--- config.mk ---
export PLATFORM = sky130hd
export DESIGN_NAME = pd_iso_sequencer
export DESIGN_NICKNAME = d
export VERILOG_FILES = /design/src/rtl/pd_seq_pkg.sv /design/src/rtl/pd_seq_dly_cnt.sv /design/src/rtl/pd_iso_sequencer.sv
export SDC_FILE = /design/constraint.sdc
export NUM_CORES = 1
export LEC_CHECK = 0
export BUFFER_PORTS_ARGS = -buffer_cell sky130_fd_sc_hd__buf_4
export CORE_MARGIN = 5
export CORE_UTILIZATION = 60
export CTS_CLUSTER_SIZE = 20
export DETAILED_ROUTE_END_ITERATION = 8
export GPL_ROUTABILITY_DRIVEN = 0
export PLACE_DENSITY = 0.91
export SYNTH_ARGS = -nofsm -noshare
export SYNTH_HDL_FRONTEND = slang
export SYNTH_SLANG_ARGS = --single-unit
--- constraint.sdc ---
create_clock -name i_clk -period 5 [get_ports i_clk]
set_input_delay 0.25 -clock i_clk [delete_from_list [all_inputs] [get_ports i_clk]]
set_output_delay 0.25 -clock i_clk [all_outputs]
set_load 0.01 [all_outputs]
--- src/rtl/pd_seq_pkg.sv ---
// Shared state encoding, registered-output bundle and reset values for the
// power-domain switch/isolation sequencer.
package pd_seq_pkg;

  typedef enum logic [2:0] {
    ST_ON,
    ST_ISO_ON,
    ST_RST_ON,
    ST_SW_OFF,
    ST_OFF,
    ST_SW_ON,
    ST_RST_OFF,
    ST_ISO_OFF
  } state_t;

  typedef struct packed {
    logic iso_n;
    logic pd_rst;
    logic pwr_sw_en;
    logic busy;
    logic pd_off;
  } seq_out_t;

  localparam seq_out_t OUT_RST = '{
    iso_n:     1'b1,
    pd_rst:    1'b0,
    pwr_sw_en: 1'b1,
    busy:      1'b0,
    pd_off:    1'b0
  };

  localparam logic ERR_RST = 1'b0;

  function automatic int max3(input int a, input int b, input int c);
    int m;
    m = (a > b) ? a : b;
    return (m > c) ? m : c;
  endfunction

  // Clamp, domain reset and switch levels owned by each sequencing state.
  function automatic seq_out_t state_outputs(input state_t st);
    seq_out_t o;
    o = OUT_RST;
    case (st)
      ST_ON:      o = OUT_RST;
      ST_ISO_ON:  o = '{iso_n: 1'b0, pd_rst: 1'b0, pwr_sw_en: 1'b1, busy: 1'b1, pd_off: 1'b0};
      ST_RST_ON:  o = '{iso_n: 1'b0, pd_rst: 1'b1, pwr_sw_en: 1'b1, busy: 1'b1, pd_off: 1'b0};
      ST_SW_OFF:  o = '{iso_n: 1'b0, pd_rst: 1'b1, pwr_sw_en: 1'b0, busy: 1'b1, pd_off: 1'b0};
      ST_OFF:     o = '{iso_n: 1'b0, pd_rst: 1'b1, pwr_sw_en: 1'b0, busy: 1'b0, pd_off: 1'b1};
      ST_SW_ON:   o = '{iso_n: 1'b0, pd_rst: 1'b1, pwr_sw_en: 1'b1, busy: 1'b1, pd_off: 1'b0};
      ST_RST_OFF: o = '{iso_n: 1'b0, pd_rst: 1'b1, pwr_sw_en: 1'b1, busy: 1'b1, pd_off: 1'b0};
      ST_ISO_OFF: o = '{iso_n: 1'b0, pd_rst: 1'b0, pwr_sw_en: 1'b1, busy: 1'b1, pd_off: 1'b0};
      default:    o = OUT_RST;
    endcase
    return o;
  endfunction

endpackage

--- src/rtl/pd_seq_dly_cnt.sv ---
// Loadable saturating down-counter with a zero flag; one instance serves both the
// fixed delays and the ack timeouts of the sequencer.
module pd_seq_dly_cnt #(
  parameter int W = 9
) (
  input  logic         clk_i,
  input  logic         rst_i,
  input  logic         load_i,
  input  logic [W-1:0] load_val_i,
  output logic         zero_o
);

  logic [W-1:0] cnt_q, cnt_d;

  always_comb begin
    cnt_d = cnt_q;
    if (load_i) begin
      cnt_d = load_val_i;
    end else if (cnt_q != '0) begin
      cnt_d = cnt_q - 1'b1;
    end
  end

  always_ff @(posedge clk_i) begin
    if (rst_i) begin
      cnt_q <= '0;
    end else begin
      cnt_q <= cnt_d;
    end
  end

  assign zero_o = (cnt_q == '0);

endmodule

--- src/rtl/pd_iso_sequencer.sv ---
// Power-domain sequencer: orders clamp, domain reset, power switch and ack on
// power-down and power-up, with an ack timeout that recovers to a safe state.
module pd_iso_sequencer
  import pd_seq_pkg::*;
#(
  parameter int ISO_DLY     = 4,
  parameter int RST_DLY     = 4,
  parameter int ACK_TIMEOUT = 256
) (
  input  logic i_clk,
  input  logic i_rst,
  input  logic i_pd_down_req,
  input  logic i_pd_up_req,
  input  logic i_pwr_ack,
  output logic o_iso_n,
  output logic o_pd_rst,
  output logic o_pwr_sw_en,
  output logic o_busy,
  output logic o_pd_off,
  output logic o_err
);

  localparam int CNT_W = $clog2(max3(ISO_DLY, RST_DLY, ACK_TIMEOUT) + 1);

  // A wait of N cycles loads N-1: the exit edge is the one that samples zero.
  localparam logic [CNT_W-1:0] ISO_LD = CNT_W'(ISO_DLY - 1);
  localparam logic [CNT_W-1:0] RST_LD = CNT_W'(RST_DLY - 1);
  localparam logic [CNT_W-1:0] ACK_LD = CNT_W'(ACK_TIMEOUT - 1);

  state_t           state_q, state_d;
  seq_out_t         out_q;
  logic             err_q, err_d;
  logic             cnt_load;
  logic [CNT_W-1:0] cnt_load_val;
  logic             cnt_zero;

  pd_seq_dly_cnt #(.W(CNT_W)) u_dly_cnt (
    .clk_i      (i_clk),
    .rst_i      (i_rst),
    .load_i     (cnt_load),
    .load_val_i (cnt_load_val),
    .zero_o     (cnt_zero)
  );

  // An arriving ack is tested before the timeout so it wins on the final cycle.
  always_comb begin
    state_d      = state_q;
    err_d        = err_q;
    cnt_load     = 1'b0;
    cnt_load_val = '0;
    case (state_q)
      ST_ON: begin
        if (i_pd_down_req) begin
          state_d      = ST_ISO_ON;
          err_d        = 1'b0;
          cnt_load     = 1'b1;
          cnt_load_val = ISO_LD;
        end
      end
      ST_ISO_ON: begin
        if (cnt_zero) state_d = ST_RST_ON;
      end
      ST_RST_ON: begin
        state_d      = ST_SW_OFF;
        cnt_load     = 1'b1;
        cnt_load_val = ACK_LD;
      end
      ST_SW_OFF: begin
        if (!i_pwr_ack) begin
          state_d = ST_OFF;
        end else if (cnt_zero) begin
          state_d      = ST_SW_ON;
          err_d        = 1'b1;
          cnt_load     = 1'b1;
          cnt_load_val = ACK_LD;
        end
      end
      ST_OFF: begin
        if (i_pd_up_req) begin
          state_d      = ST_SW_ON;
          err_d        = 1'b0;
          cnt_load     = 1'b1;
          cnt_load_val = ACK_LD;
        end
      end
      ST_SW_ON: begin
        if (i_pwr_ack) begin
          state_d      = ST_RST_OFF;
          cnt_load     = 1'b1;
          cnt_load_val = RST_LD;
        end else if (cnt_zero) begin
          state_d = ST_OFF;
          err_d   = 1'b1;
        end
      end
      ST_RST_OFF: begin
        if (cnt_zero) begin
          state_d      = ST_ISO_OFF;
          cnt_load     = 1'b1;
          cnt_load_val = ISO_LD;
        end
      end
      ST_ISO_OFF: begin
        if (cnt_zero) state_d = ST_ON;
      end
      default: state_d = ST_ON;
    endcase
  end

  // Outputs are registered from the next state so they move on the same edge.
  always_ff @(posedge i_clk) begin
    if (i_rst) begin
      state_q <= ST_ON;
      out_q   <= OUT_RST;
      err_q   <= ERR_RST;
    end else begin
      state_q <= state_d;
      out_q   <= state_outputs(state_d);
      err_q   <= err_d;
    end
  end

  assign o_iso_n     = out_q.iso_n;
  assign o_pd_rst    = out_q.pd_rst;
  assign o_pwr_sw_en = out_q.pwr_sw_en;
  assign o_busy      = out_q.busy;
  assign o_pd_off    = out_q.pd_off;
  assign o_err       = err_q;

endmodule

==> impl_metrics.prom, run 1 <==
# TYPE chip_impl_metric gauge
chip_impl_metric{name="number_of_global_route_vias_before_repair",unit=""} 960
chip_impl_metric{name="min_period_over_period",unit="%"} 40.1
chip_impl_metric{name="htree_num_levels",unit=""} 1
chip_impl_metric{name="internal_power",unit="uW"} 459
chip_impl_info{name="cp_slowest_cell",value="nor3b_1"} 1
chip_impl_metric{name="min_delay_path_depth",unit=""} 2
chip_impl_info{name="cp_top_family",value="simple AND/OR/NAND/NOR gates"} 1
chip_impl_info{name="tritoncts",value="yes"} 1
chip_impl_metric{name="row_count",unit=""} 15
chip_impl_metric{name="detail_route.wirelength",unit="um"} 2560
chip_impl_metric{name="worst_pin_slew",unit="ps"} 529
chip_impl_metric{name="critPathRequiredTime",unit="ps"} 5250
chip_impl_info{name="root_buffer",value="clkbuf_4"} 1
chip_impl_metric{name="relSlewSlack",unit="%"} 64.7
chip_impl_metric{name="vias",unit=""} 948
chip_impl_metric{name="synth_fp_nets",unit=""} 128
chip_impl_metric{name="clk_pin_slew_worst_paths",unit="ps"} 110
chip_impl_info{name="main_combinational_cell_family_by_area_after_synthesis",value="simple AND/OR/NAND/NOR gates"} 1
chip_impl_metric{name="number_of_buffers_created_by_cts",unit=""} 3
chip_impl_metric{name="switching_power",unit="uW"} 396
chip_impl_metric{name="postSynthCellCount",unit=""} 121
chip_impl_metric{name="summed_negative_setup_slack_over_all_endpoints",unit="ps"} 0
chip_impl_metric{name="ys_seq_elements",unit=""} 18
chip_impl_metric{name="p_leak",unit="nW"} 0.446
chip_impl_metric{name="via_per_inst",unit=""} 6.49
chip_impl_metric{name="post_cts.repair.setup_buffers",unit=""} 0
chip_impl_metric{name="io_pins",unit=""} 11
chip_impl_metric{name="r2r.worst_path.cells",unit=""} 7
chip_impl_metric{name="critical_path_s_largest_stage_delay",unit="ps"} 350
chip_impl_metric{name="synth-adder-area-share",unit="%"} 2.41
chip_impl_metric{name="post_drt_wl_per_cell",unit="um"} 17.5
chip_impl_metric{name="cts.sink_count",unit=""} 18
chip_impl_metric{name="global_route.overflow_total",unit=""} 0
chip_impl_metric{name="clock_tree.buffer_depth",unit=""} 2
chip_impl_metric{name="max-vdd-ir-drop",unit="uV"} 489
chip_impl_metric{name="number_of_hold_violations_in_the_final_report",unit=""} 0
chip_impl_info{name="netlist.top_cell.by_area",value="dfxtp_1"} 1
chip_impl_info{name="hold_path.class",value="input port to register"} 1
chip_impl_metric{name="setup_viol",unit=""} 0
chip_impl_info{name="mostFrequentLayoutCell",value="dfxtp_1"} 1
chip_impl_metric{name="synth.yosys.seq_area_share",unit="%"} 34.7
chip_impl_metric{name="fmax",unit="MHz"} 498
chip_impl_metric{name="critical_path_cell_count",unit=""} 7
chip_impl_info{name="yosys_most_used_dff",value="dfxtp_1"} 1
chip_impl_metric{name="async_s_r_ff_share_synth",unit="%"} 0
chip_impl_info{name="layout_common_cells",value="dfxtp_1, a21oi_1, nor2_1, nand2_1, buf_4"} 1
chip_impl_metric{name="post_synth_xor_xnor_area",unit="%"} 4.21
chip_impl_metric{name="floorplan.die.height",unit="um"} 51.6
chip_impl_metric{name="drv_cap",unit=""} 0
chip_impl_info{name="cp_cell_sequence",value="inv_1, ha_1, nor3b_1, and3_1, o21a_1, and3_4, and2_1"} 1
chip_impl_metric{name="synth-simple-area-share",unit="%"} 29.6
chip_impl_metric{name="logic_gate_share_of_total_power",unit="%"} 56.6
chip_impl_metric{name="synthesis.area_per_instance",unit="um2"} 8.59
chip_impl_metric{name="fillerInstances",unit=""} 121
chip_impl_info{name="outcome",value="finished clean"} 1
chip_impl_metric{name="initial_core_util",unit="%"} 61.6
chip_impl_metric{name="post-route-drc-count",unit=""} 0
chip_impl_metric{name="share_seq_of_total_power",unit="%"} 32.5
chip_impl_metric{name="critical_path_arrival",unit="ps"} 2260
chip_impl_metric{name="io_buffer_count",unit=""} 10
chip_impl_metric{name="synth_area",unit="um2"} 1040
chip_impl_metric{name="synth.top_cell.area_share",unit="%"} 34.7
chip_impl_info{name="critical_path.endpoint_type",value="register"} 1
chip_impl_metric{name="power.density",unit="nW/um2"} 749
chip_impl_metric{name="clock_insertion_delay_worst_skew",unit="ps"} 300
chip_impl_metric{name="setup_slack_of_the_most_critical_reg_to_reg_path",unit="ps"} 2990
chip_impl_metric{name="pwr-share-clk",unit="%"} 10.9
chip_impl_info{name="yosys-top-cells-area",value="dfxtp_1, a21oi_1, nor2_1"} 1
chip_impl_metric{name="finalWorstPathRequiredPeriod",unit="ps"} 2010
chip_impl_metric{name="worst_hold_slack",unit="ps"} 248
chip_impl_info{name="critical_path.reg2reg.startpoint",value="u_dly_cnt.cnt_q[0]"} 1
chip_impl_metric{name="grt_pass1_wl",unit="um"} 4360
chip_impl_metric{name="yosys_warnings",unit=""} 0
chip_impl_metric{name="nNetsFinal",unit=""} 137
chip_impl_info{name="hp-start",value="i_rst"} 1
chip_impl_metric{name="worstPathBufferInverterCount",unit=""} 1
chip_impl_metric{name="cts_hold_buffers",unit=""} 0
chip_impl_metric{name="grt_util_all_layers",unit="%"} 21.9
chip_impl_metric{name="n_antenna_cell",unit=""} 0
chip_impl_metric{name="grt_start_max_net_pins",unit=""} 17
chip_impl_metric{name="drtAntennaViolNets",unit=""} 0
chip_impl_info{name="min_delay_worst_endpoint",value="o_busy"} 1
chip_impl_info{name="setup.worst_path.class",value="register to register"} 1
chip_impl_metric{name="detailedRoute.firstIterationViolations",unit=""} 44
chip_impl_metric{name="synth_enable_flop_cells",unit=""} 0
chip_impl_metric{name="sw_frac_of_total",unit="%"} 46.3
chip_impl_metric{name="fraction_of_final_layout_cells_sized_beyond_drive_strength_1",unit="%"} 20.2
chip_impl_metric{name="drt_pre_antenna_iters",unit=""} 5
chip_impl_metric{name="synth-compound-area-share",unit="%"} 22.0
chip_impl_metric{name="fp.dieArea",unit="um2"} 2670
chip_impl_metric{name="library_cells_used_by_synthesis",unit=""} 45
chip_impl_metric{name="finalMaxSlewViolations",unit=""} 0
chip_impl_metric{name="die_w",unit="um"} 51.6
chip_impl_metric{name="detailedPlacementHpwl",unit="um"} 1840
chip_impl_metric{name="synthMuxAreaShare",unit="%"} 3.01
chip_impl_metric{name="worst_clock_skew",unit="ps"} 1.62
chip_impl_metric{name="post_cts.resized_instances",unit=""} 0
chip_impl_metric{name="grt_antenna_before_repair",unit=""} 0
chip_impl_info{name="worst_setup_path_start_kind",value="register"} 1
chip_impl_metric{name="area_growth",unit="%"} 9.75
chip_impl_metric{name="placeableCoreArea",unit="um2"} 1690
chip_impl_metric{name="crit_path_max_fanout",unit=""} 5
chip_impl_info{name="rsz0062_at_grt",value="false"} 1
chip_impl_info{name="r2r_end",value="o_pd_off"} 1
[cell usage after synthesis (3+ instances only)]
| cell type | number |
|---|---|
| inv_1 | 3 |
| a21oi_1 | 14 |
| dfxtp_1 | 18 |
| nand2_1 | 10 |
| xnor2_1 | 3 |
| a31oi_1 | 3 |
| o21a_1 | 3 |
| nor2b_1 | 3 |
| nand3_1 | 3 |
| clkbuf_1 | 3 |
| nor2_1 | 13 |
[worst max path at each step]
stage,slack [ps],end,startpoint
global placement,3210,o_pd_rst,u_dly_cnt.cnt_q[0]
CTS,3030,o_pd_off,u_dly_cnt.cnt_q[0]
finish,2990,o_pd_off,u_dly_cnt.cnt_q[0]
global route,2860,o_pd_off,u_dly_cnt.cnt_q[0]
floorplan,3270,o_pd_rst,u_dly_cnt.cnt_q[0]
detailed placement,3070,o_pd_off,u_dly_cnt.cnt_q[0]
[area by class of cell]
type / count / area, um2 / area share, %
timing repair buffer: 10 / 75.1 / 6.58
multi-input combinational: 94 / 637 / 55.8
inverter: 3 / 11.3 / 0.987
clock buffer: 4 / 36.3 / 3.18
tap: 17 / 21.3 / 1.86
sequential: 18 / 360 / 31.6
[flip-flops by register name, indices dropped and copies added (netlist names)]
name	count
o_pd_off	1
o_busy	1
o_pwr_sw_en	1
state_q	3
u_dly_cnt.cnt_q	9
o_iso_n	1
o_err	1
o_pd_rst	1
[metrics by stage]
stage / power, mW / utilization [%] / cells / setup slack [ps] / area, um2
after floorplan: 0.650 / - / 121 / 3270 / 1040
after detailed placement: 0.744 / 65.4 / 142 / 3070 / 1100
final: 0.855 / 67.6 / 146 / 2990 / 1140
after CTS: 0.845 / 67.6 / 146 / 3030 / 1140
after global routing: 0.913 / 67.6 / 146 / 2860 / 1140
after global placement: 0.713 / 65.4 / 142 / 3210 / 1100
[power groups by stage]
stage | Clock (mW) | Sequential [mW] | Combinational (mW)
floorplan | 0 | 0.254 | 0.396
global placement | 0 | 0.269 | 0.443
detailed placement | 0 | 0.277 | 0.468
CTS | 0.0914 | 0.274 | 0.479
global route | 0.0994 | 0.284 | 0.530
finish | 0.0931 | 0.278 | 0.484
[routing by layer]
| layer | routed length, um | global-route usage, % | share of wire [%] |
|---|---|---|---|
| met1 | 992 | 24.9 | 39 |
| met2 | 1270 | 39.4 | 50 |
| met4 | 85 | 10.5 | 3.3 |
| met3 | 211 | 3.44 | 8.2 |
| met5 | 0 | 0 | 0 |
[kinds of logic after synthesis]
logic type / Yosys count
AOI/OAI and AO/OA: 33
xor gates and xnor gates: 5
muxes: 3
DFF: 18
buffers and inverters: 9
adders and majority gates: 2
and+or+nand+nor: 51
No activity file was read; power rests on OpenSTA's default activity.
==> inputs of run 2 (changes only) <==
Settings changed: ABC_AREA from default to 1, CORE_UTILIZATION 60 to 57, PLACE_DENSITY 0.91 to 0.87.
Clock period 5 ns to 2.03 ns, I/O delays scaled along.
==> impl_metrics.prom, run 2 <==
# TYPE chip_impl_metric gauge
chip_impl_metric{name="ys_seq_elements",unit=""} 18
chip_impl_info{name="root_buffer",value="clkbuf_4"} 1
chip_impl_metric{name="area_growth",unit="%"} 13.3
chip_impl_info{name="r2r_end",value="o_pwr_sw_en"} 1
chip_impl_metric{name="initial_core_util",unit="%"} 58.7
chip_impl_metric{name="synth_fp_nets",unit=""} 180
chip_impl_info{name="hold_path.class",value="input port to register"} 1
chip_impl_info{name="critical_path.endpoint_type",value="register"} 1
chip_impl_info{name="mostFrequentLayoutCell",value="nand2_1"} 1
chip_impl_metric{name="die_w",unit="um"} 54.5
chip_impl_metric{name="drtAntennaViolNets",unit=""} 0
chip_impl_metric{name="global_route.overflow_total",unit=""} 0
chip_impl_info{name="largestRegisters",value="u_dly_cnt.cnt_q (9), state_q (3)"} 1
chip_impl_metric{name="fraction_of_final_layout_cells_sized_beyond_drive_strength_1",unit="%"} 20.3
chip_impl_metric{name="fp.dieArea",unit="um2"} 2970
chip_impl_info{name="cp_top_family",value="simple AND/OR/NAND/NOR gates"} 1
chip_impl_metric{name="worst_pin_slew",unit="ps"} 297
chip_impl_metric{name="detail_route.wirelength",unit="um"} 2350
chip_impl_metric{name="crit_path_max_fanout",unit=""} 8
chip_impl_metric{name="grt_util_all_layers",unit="%"} 19.4
chip_impl_metric{name="yosys_warnings",unit=""} 0
chip_impl_info{name="rsz0062_at_grt",value="false"} 1
chip_impl_metric{name="max-vdd-ir-drop",unit="uV"} 968
chip_impl_metric{name="post_cts.resized_instances",unit=""} 0
chip_impl_metric{name="cts_hold_buffers",unit=""} 1
chip_impl_info{name="layout_common_cells",value="nand2_1, nor2_1, inv_1, dfxtp_1, buf_4"} 1
chip_impl_metric{name="critical_path_arrival",unit="ps"} 2000
chip_impl_metric{name="synth_enable_flop_cells",unit=""} 0
chip_impl_info{name="timing.critical_path.from",value="u_dly_cnt.cnt_q[1]"} 1
chip_impl_metric{name="post_cts.repair.setup_buffers",unit=""} 0
chip_impl_metric{name="via_per_inst",unit=""} 5.14
chip_impl_info{name="worst_setup_path_start_kind",value="register"} 1
chip_impl_metric{name="multiInputGateArea",unit="um2"} 662
chip_impl_metric{name="nNetsFinal",unit=""} 195
chip_impl_metric{name="post_drt_wl_per_cell",unit="um"} 11.0
chip_impl_metric{name="post_place_worst_slack",unit="ps"} 312
chip_impl_metric{name="summed_negative_setup_slack_over_all_endpoints",unit="ps"} 0
chip_impl_metric{name="clock_tree.buffer_depth",unit=""} 2
chip_impl_metric{name="largest_register_ff_count",unit=""} 9
chip_impl_info{name="outcome",value="finished clean"} 1
chip_impl_info{name="cp_cell_sequence",value="inv_1, ha_1, nand2_1, nor2_1, nand2_2, nand2_1, nand2_1, a21oi_1, nand3_1, nand2_1, inv_1"} 1
chip_impl_metric{name="worst_clock_skew",unit="ps"} 9.44
chip_impl_metric{name="postSynthCellCount",unit=""} 173
chip_impl_metric{name="synth.yosys.seq_area_share",unit="%"} 31.9
chip_impl_metric{name="r2r.worst_path.cells",unit=""} 11
chip_impl_metric{name="detailedRoute.firstIterationViolations",unit=""} 34
chip_impl_metric{name="dpl-instance-area",unit="um2"} 1230
chip_impl_metric{name="number_of_global_route_vias_before_repair",unit=""} 1074
chip_impl_metric{name="p_leak",unit="nW"} 0.662
chip_impl_info{name="synth.most_common_cell",value="nand2_1"} 1
chip_impl_metric{name="fillerInstances",unit=""} 173
chip_impl_metric{name="grt_start_max_net_pins",unit=""} 11
chip_impl_metric{name="finalMaxSlewViolations",unit=""} 0
chip_impl_info{name="netlist.top_cell.by_area",value="dfxtp_1"} 1
chip_impl_metric{name="grt_pass1_wl",unit="um"} 4260
chip_impl_info{name="yosys_most_used_dff",value="dfxtp_1"} 1
chip_impl_info{name="setup.worst_path.class",value="register to register"} 1
chip_impl_metric{name="io_buffer_count",unit=""} 10
chip_impl_metric{name="number_of_hold_violations_in_the_final_report",unit=""} 0
chip_impl_metric{name="clk_pin_slew_worst_paths",unit="ps"} 110
chip_impl_info{name="cp_slowest_cell",value="dfxtp_1"} 1
chip_impl_metric{name="clock_insertion_delay_worst_skew",unit="ps"} 310
chip_impl_metric{name="n_antenna_cell",unit=""} 0
chip_impl_metric{name="synthesis.area_per_instance",unit="um2"} 6.52
chip_impl_metric{name="critical_path_s_largest_stage_delay",unit="ps"} 340
chip_impl_metric{name="placeableCoreArea",unit="um2"} 1920
chip_impl_metric{name="timing.final.ws_setup",unit="ps"} 244
chip_impl_metric{name="min_period_over_period",unit="%"} 88.0
chip_impl_metric{name="design_area",unit="um2"} 1280
chip_impl_info{name="hp-start",value="i_pwr_ack"} 1
chip_impl_info{name="yosys-top-cells-area",value="dfxtp_1, nand2_1, nor2_1"} 1
chip_impl_metric{name="fmax",unit="MHz"} 560
chip_impl_metric{name="number_of_buffers_created_by_cts",unit=""} 3
chip_impl_metric{name="synth.top_cell.area_share",unit="%"} 31.9
chip_impl_metric{name="io_pins",unit=""} 11
chip_impl_metric{name="critPathRequiredTime",unit="ps"} 2240
chip_impl_metric{name="cts.sink_count",unit=""} 18
chip_impl_metric{name="relSlewSlack",unit="%"} 80.2
chip_impl_metric{name="vias",unit=""} 1099
chip_impl_metric{name="power.density",unit="nW/um2"} 1560
chip_impl_metric{name="min_delay_path_depth",unit=""} 4
chip_impl_metric{name="register_area",unit="um2"} 360
chip_impl_metric{name="finalWorstPathRequiredPeriod",unit="ps"} 1790
chip_impl_metric{name="worstPathBufferInverterCount",unit=""} 2
chip_impl_info{name="critical_path.reg2reg.startpoint",value="u_dly_cnt.cnt_q[1]"} 1
chip_impl_info{name="tritoncts",value="yes"} 1
chip_impl_metric{name="library_cells_used_by_synthesis",unit=""} 26
chip_impl_metric{name="drt_pre_antenna_iters",unit=""} 4
chip_impl_metric{name="async_s_r_ff_share_synth",unit="%"} 0
chip_impl_metric{name="htree_num_levels",unit=""} 1
chip_impl_metric{name="drv_cap",unit=""} 0
chip_impl_metric{name="setup_slack_of_the_most_critical_reg_to_reg_path",unit="ps"} 240
chip_impl_metric{name="detailedPlacementHpwl",unit="um"} 1840
chip_impl_info{name="critical-path-top-cell-by-count",value="nand2_1"} 1
chip_impl_info{name="synth_common_cells",value="nand2_1, nor2_1, inv_1"} 1
chip_impl_metric{name="worst_hold_slack",unit="ps"} 143
chip_impl_metric{name="post-route-drc-count",unit=""} 0
chip_impl_metric{name="setup_viol",unit=""} 0
chip_impl_metric{name="row_count",unit=""} 16
chip_impl_metric{name="total_power",unit="mW"} 1.99
chip_impl_metric{name="grt_antenna_before_repair",unit=""} 0
chip_impl_info{name="min_delay_worst_endpoint",value="state_q[2]"} 1
chip_impl_metric{name="synth_area",unit="um2"} 1130
chip_impl_info{name="largest_register",value="u_dly_cnt.cnt_q"} 1
chip_impl_metric{name="floorplan.die.height",unit="um"} 54.5
==> run 2: cell count changes after synthesis, sizes merged, moves of 6 or more <==
cell,change
a21oi,-9
inv,+24
nand2,+38
nand3,+8
nor2,+28
o21ai,+6
==> run 2: area by class of cell <==
| type | count | share of cell area [%] |
|---|---|---|
| Clock buffer | 4 | 2.84 |
| Inverter | 27 | 7.93 |
| Multi-Input combinational cell | 127 | 51.8 |
| Sequential cell | 18 | 28.2 |
| Tap cell | 27 | 2.64 |
| Timing Repair Buffer | 11 | 6.65 |
==> run 2: how the worst max path moves through the flow <==
stage                     depth (start not counted)  slack (ps)           to
final                                            11         240  o_pwr_sw_en
after global routing                             11         110  o_pwr_sw_en
after CTS                                        11         290  o_pwr_sw_en
after detailed placement                         11         310  o_pwr_sw_en
after global placement                           11         380  o_pwr_sw_en
after floorplan                                  11         550  o_pwr_sw_en
==> run 2: cell families (layout without fill, tap and decap cells) <==
group | after synthesis | in the layout | synth area share [%]
flops | 18 | 18 | 31.9
xor+xnor | 4 | 4 | 3.10
fa+ha+maj | 2 | 2 | 2.22
compound gates | 15 | 15 | 7.65
simple gates | 106 | 106 | 45.7
buf+inv | 28 | 42 | 9.42
==> run 2: report_power, final <==
group          switching (mW)  internal, mW  leakage (nW)
clock network           0.123         0.110        0.0210
registers              0.0966         0.470         0.148
logic                   0.765         0.429         0.494
total                   0.984          1.01         0.662
==> run 2: metrics by stage <==
step                      instances  util [%]
after floorplan                 173         -
after global placement          209      64.1
after detailed placement        209      64.1
after CTS                       214      66.5
after global routing            214      66.5
final                           214      66.5
==> run 2: per-layer routing <==
layer  up-vias  global-route usage (%)  wire, um  share of wire [%]
met5         -                       0         0                  0
met4         0                    7.47        40                1.7
met3         6                    4.36       140                6.0
met2        40                    32.5      1110                 47
met1       493                    24.1      1060                 45
li1        560                       -         -                  -
==> run 2: worst min-delay path: stages <==
cell,delay (ps)
buf_4,100
nand2_1,50
nand2_1,80
a21oi_2,70
==> inputs of run 3 (changes only) <==
Settings changed: CORE_UTILIZATION 57 to 25, PLACE_DENSITY 0.87 to 0.5.
==> impl_metrics.prom, run 3 (synthesis results as in run 2) <==
# TYPE chip_impl_metric gauge
chip_impl_metric{name="critPathRequiredTime",unit="ps"} 2180
chip_impl_metric{name="post_place_worst_slack",unit="ps"} 301
chip_impl_metric{name="fraction_of_final_layout_cells_sized_beyond_drive_strength_1",unit="%"} 20.4
chip_impl_metric{name="post_cts.repair.setup_buffers",unit=""} 0
chip_impl_metric{name="finalMaxSlewViolations",unit=""} 0
chip_impl_metric{name="n_antenna_cell",unit=""} 0
chip_impl_metric{name="io_pins",unit=""} 11
chip_impl_metric{name="drt_pre_antenna_iters",unit=""} 4
chip_impl_metric{name="number_of_buffers_created_by_cts",unit=""} 3
chip_impl_metric{name="max-vdd-ir-drop",unit="uV"} 459
chip_impl_metric{name="min_period_over_period",unit="%"} 84.8
chip_impl_info{name="setup.worst_path.class",value="register to register"} 1
chip_impl_metric{name="row_count",unit=""} 24
chip_impl_info{name="outcome",value="finished clean"} 1
chip_impl_metric{name="placeableCoreArea",unit="um2"} 4350
chip_impl_metric{name="worst_hold_slack",unit="ps"} 55.4
chip_impl_metric{name="post_cts.resized_instances",unit=""} 0
chip_impl_metric{name="floorplan.die.height",unit="um"} 77.2
chip_impl_info{name="layout_common_cells",value="nand2_1, nor2_1, inv_1, dfxtp_1, buf_4"} 1
chip_impl_metric{name="clock_tree.buffer_depth",unit=""} 2
chip_impl_metric{name="relSlewSlack",unit="%"} 75.9
chip_impl_metric{name="number_of_hold_violations_in_the_final_report",unit=""} 0
chip_impl_metric{name="grt_start_max_net_pins",unit=""} 11
chip_impl_metric{name="post-route-drc-count",unit=""} 0
chip_impl_info{name="tritoncts",value="yes"} 1
chip_impl_metric{name="cts_hold_buffers",unit=""} 0
chip_impl_metric{name="critical_path_arrival",unit="ps"} 1870
chip_impl_info{name="mostFrequentLayoutCell",value="nand2_1"} 1
chip_impl_metric{name="via_per_inst",unit=""} 4.31
chip_impl_info{name="r2r_end",value="o_pwr_sw_en"} 1
chip_impl_metric{name="detail_route.wirelength",unit="um"} 2430
chip_impl_info{name="critical_path.endpoint_type",value="register"} 1
chip_impl_metric{name="worst_clock_skew",unit="ps"} 2.31
chip_impl_metric{name="drv_cap",unit=""} 0
chip_impl_metric{name="fmax",unit="MHz"} 581
chip_impl_metric{name="global_route.overflow_total",unit=""} 0
chip_impl_metric{name="power.density",unit="nW/um2"} 1540
chip_impl_metric{name="crit_path_max_fanout",unit=""} 8
chip_impl_metric{name="nNetsFinal",unit=""} 194
chip_impl_metric{name="grt_antenna_before_repair",unit=""} 0
chip_impl_info{name="worst_setup_path_start_kind",value="register"} 1
chip_impl_info{name="timing.critical_path.from",value="u_dly_cnt.cnt_q[0]"} 1
chip_impl_metric{name="clk_pin_slew_worst_paths",unit="ps"} 70
chip_impl_info{name="critical_path.reg2reg.startpoint",value="u_dly_cnt.cnt_q[0]"} 1
chip_impl_metric{name="total_power",unit="mW"} 2.02
chip_impl_metric{name="post_drt_wl_per_cell",unit="um"} 10.2
chip_impl_metric{name="largest_register_ff_count",unit=""} 9
chip_impl_metric{name="setup_viol",unit=""} 0
chip_impl_metric{name="number_of_global_route_vias_before_repair",unit=""} 1011
chip_impl_metric{name="htree_num_levels",unit=""} 1
chip_impl_info{name="rsz0062_at_grt",value="false"} 1
chip_impl_metric{name="clock_insertion_delay_worst_skew",unit="ps"} 250
chip_impl_info{name="hold_path.class",value="input port to register"} 1
chip_impl_metric{name="initial_core_util",unit="%"} 25.9
chip_impl_metric{name="area_growth",unit="%"} 16.9
chip_impl_metric{name="setup_slack_of_the_most_critical_reg_to_reg_path",unit="ps"} 310
chip_impl_metric{name="r2r.worst_path.cells",unit=""} 11
chip_impl_metric{name="grt_util_all_layers",unit="%"} 8.74
chip_impl_metric{name="worst_pin_slew",unit="ps"} 361
chip_impl_info{name="crit_end",value="o_pwr_sw_en"} 1
chip_impl_metric{name="fillerInstances",unit=""} 482
chip_impl_metric{name="die_w",unit="um"} 77.2
chip_impl_metric{name="summed_negative_setup_slack_over_all_endpoints",unit="ps"} 0
chip_impl_info{name="largestRegisters",value="u_dly_cnt.cnt_q (9), state_q (3)"} 1
chip_impl_info{name="largest_register",value="u_dly_cnt.cnt_q"} 1
chip_impl_metric{name="drtAntennaViolNets",unit=""} 0
chip_impl_metric{name="vias",unit=""} 1026
chip_impl_metric{name="finalWorstPathRequiredPeriod",unit="ps"} 1720
chip_impl_metric{name="detailedRoute.firstIterationViolations",unit=""} 48
chip_impl_metric{name="timing.final.ws_setup",unit="ps"} 309
chip_impl_metric{name="fp.dieArea",unit="um2"} 5960
chip_impl_metric{name="io_buffer_count",unit=""} 10
chip_impl_info{name="hp-start",value="i_rst"} 1
chip_impl_metric{name="grt_pass1_wl",unit="um"} 4430
chip_impl_info{name="root_buffer",value="clkbuf_8"} 1
chip_impl_metric{name="cts.sink_count",unit=""} 18
chip_impl_metric{name="detailedPlacementHpwl",unit="um"} 2010
chip_impl_metric{name="p_leak",unit="nW"} 0.666
[run 3: cell type report]
class	count	area, um2	share of cell area [%]
Sequential cell	18	360	27.3
Inverter	27	101	7.69
Tap cell	52	65.1	4.93
Clock buffer	4	55.1	4.17
Multi-Input combinational cell	127	662	50.2
Timing Repair Buffer	10	75.1	5.69
[run 3: metal layers]
layer / wire (um) / up-vias / global-route usage (%) / share of wire, %
li1: - / 557 / - / -
met1: 1130 / 461 / 10.3 / 46
met2: 1260 / 8 / 16.0 / 52
met3: 44 / 0 / 1.41 / 1.8
met4: 0 / 0 / 2.58 / 0
met5: 0 / - / 0 / 0
[run 3: worst max-delay path: stages (launching register included)]
cell,delay (ps)
dfxtp_1,330
inv_1,100
ha_1,210
nand2_1,70
nor2_1,180
nand2_2,150
nand2_1,80
nand2_1,70
a21oi_1,200
nand3_1,130
nand2_1,80
inv_1,30
[run 3: report_power, final]
group / switching (mW) / internal, mW / total (mW)
sequential: 0.0976 / 0.470 / 0.568
combinational: 0.739 / 0.427 / 1.17
clock: 0.119 / 0.172 / 0.291
total: 0.955 / 1.07 / 2.02
[run 3: how the worst min path moves through the flow]
| stage | to | slack [ps] | cells past startpoint |
|---|---|---|---|
| after global routing | u_dly_cnt.cnt_q[7] | 50 | 2 |
| final | u_dly_cnt.cnt_q[7] | 60 | 2 |
| after detailed placement | u_dly_cnt.cnt_q[7] | 320 | 2 |
| after CTS | u_dly_cnt.cnt_q[7] | 40 | 2 |
| after global placement | u_dly_cnt.cnt_q[7] | 320 | 2 |
| after floorplan | u_dly_cnt.cnt_q[7] | 170 | 1 |
[run 3: stage by stage]
| stage | cells | utilization (%) | cell area (um2) |
|---|---|---|---|
| 3_3_place_gp | 234 | 29.0 | 1260 |
| 4_1_cts | 238 | 30.3 | 1320 |
| 2_1_floorplan | 173 | - | 1130 |
| 6_report | 238 | 30.3 | 1320 |
| 5_1_grt | 238 | 30.3 | 1320 |
| 3_5_place_dp | 234 | 29.0 | 1260 |
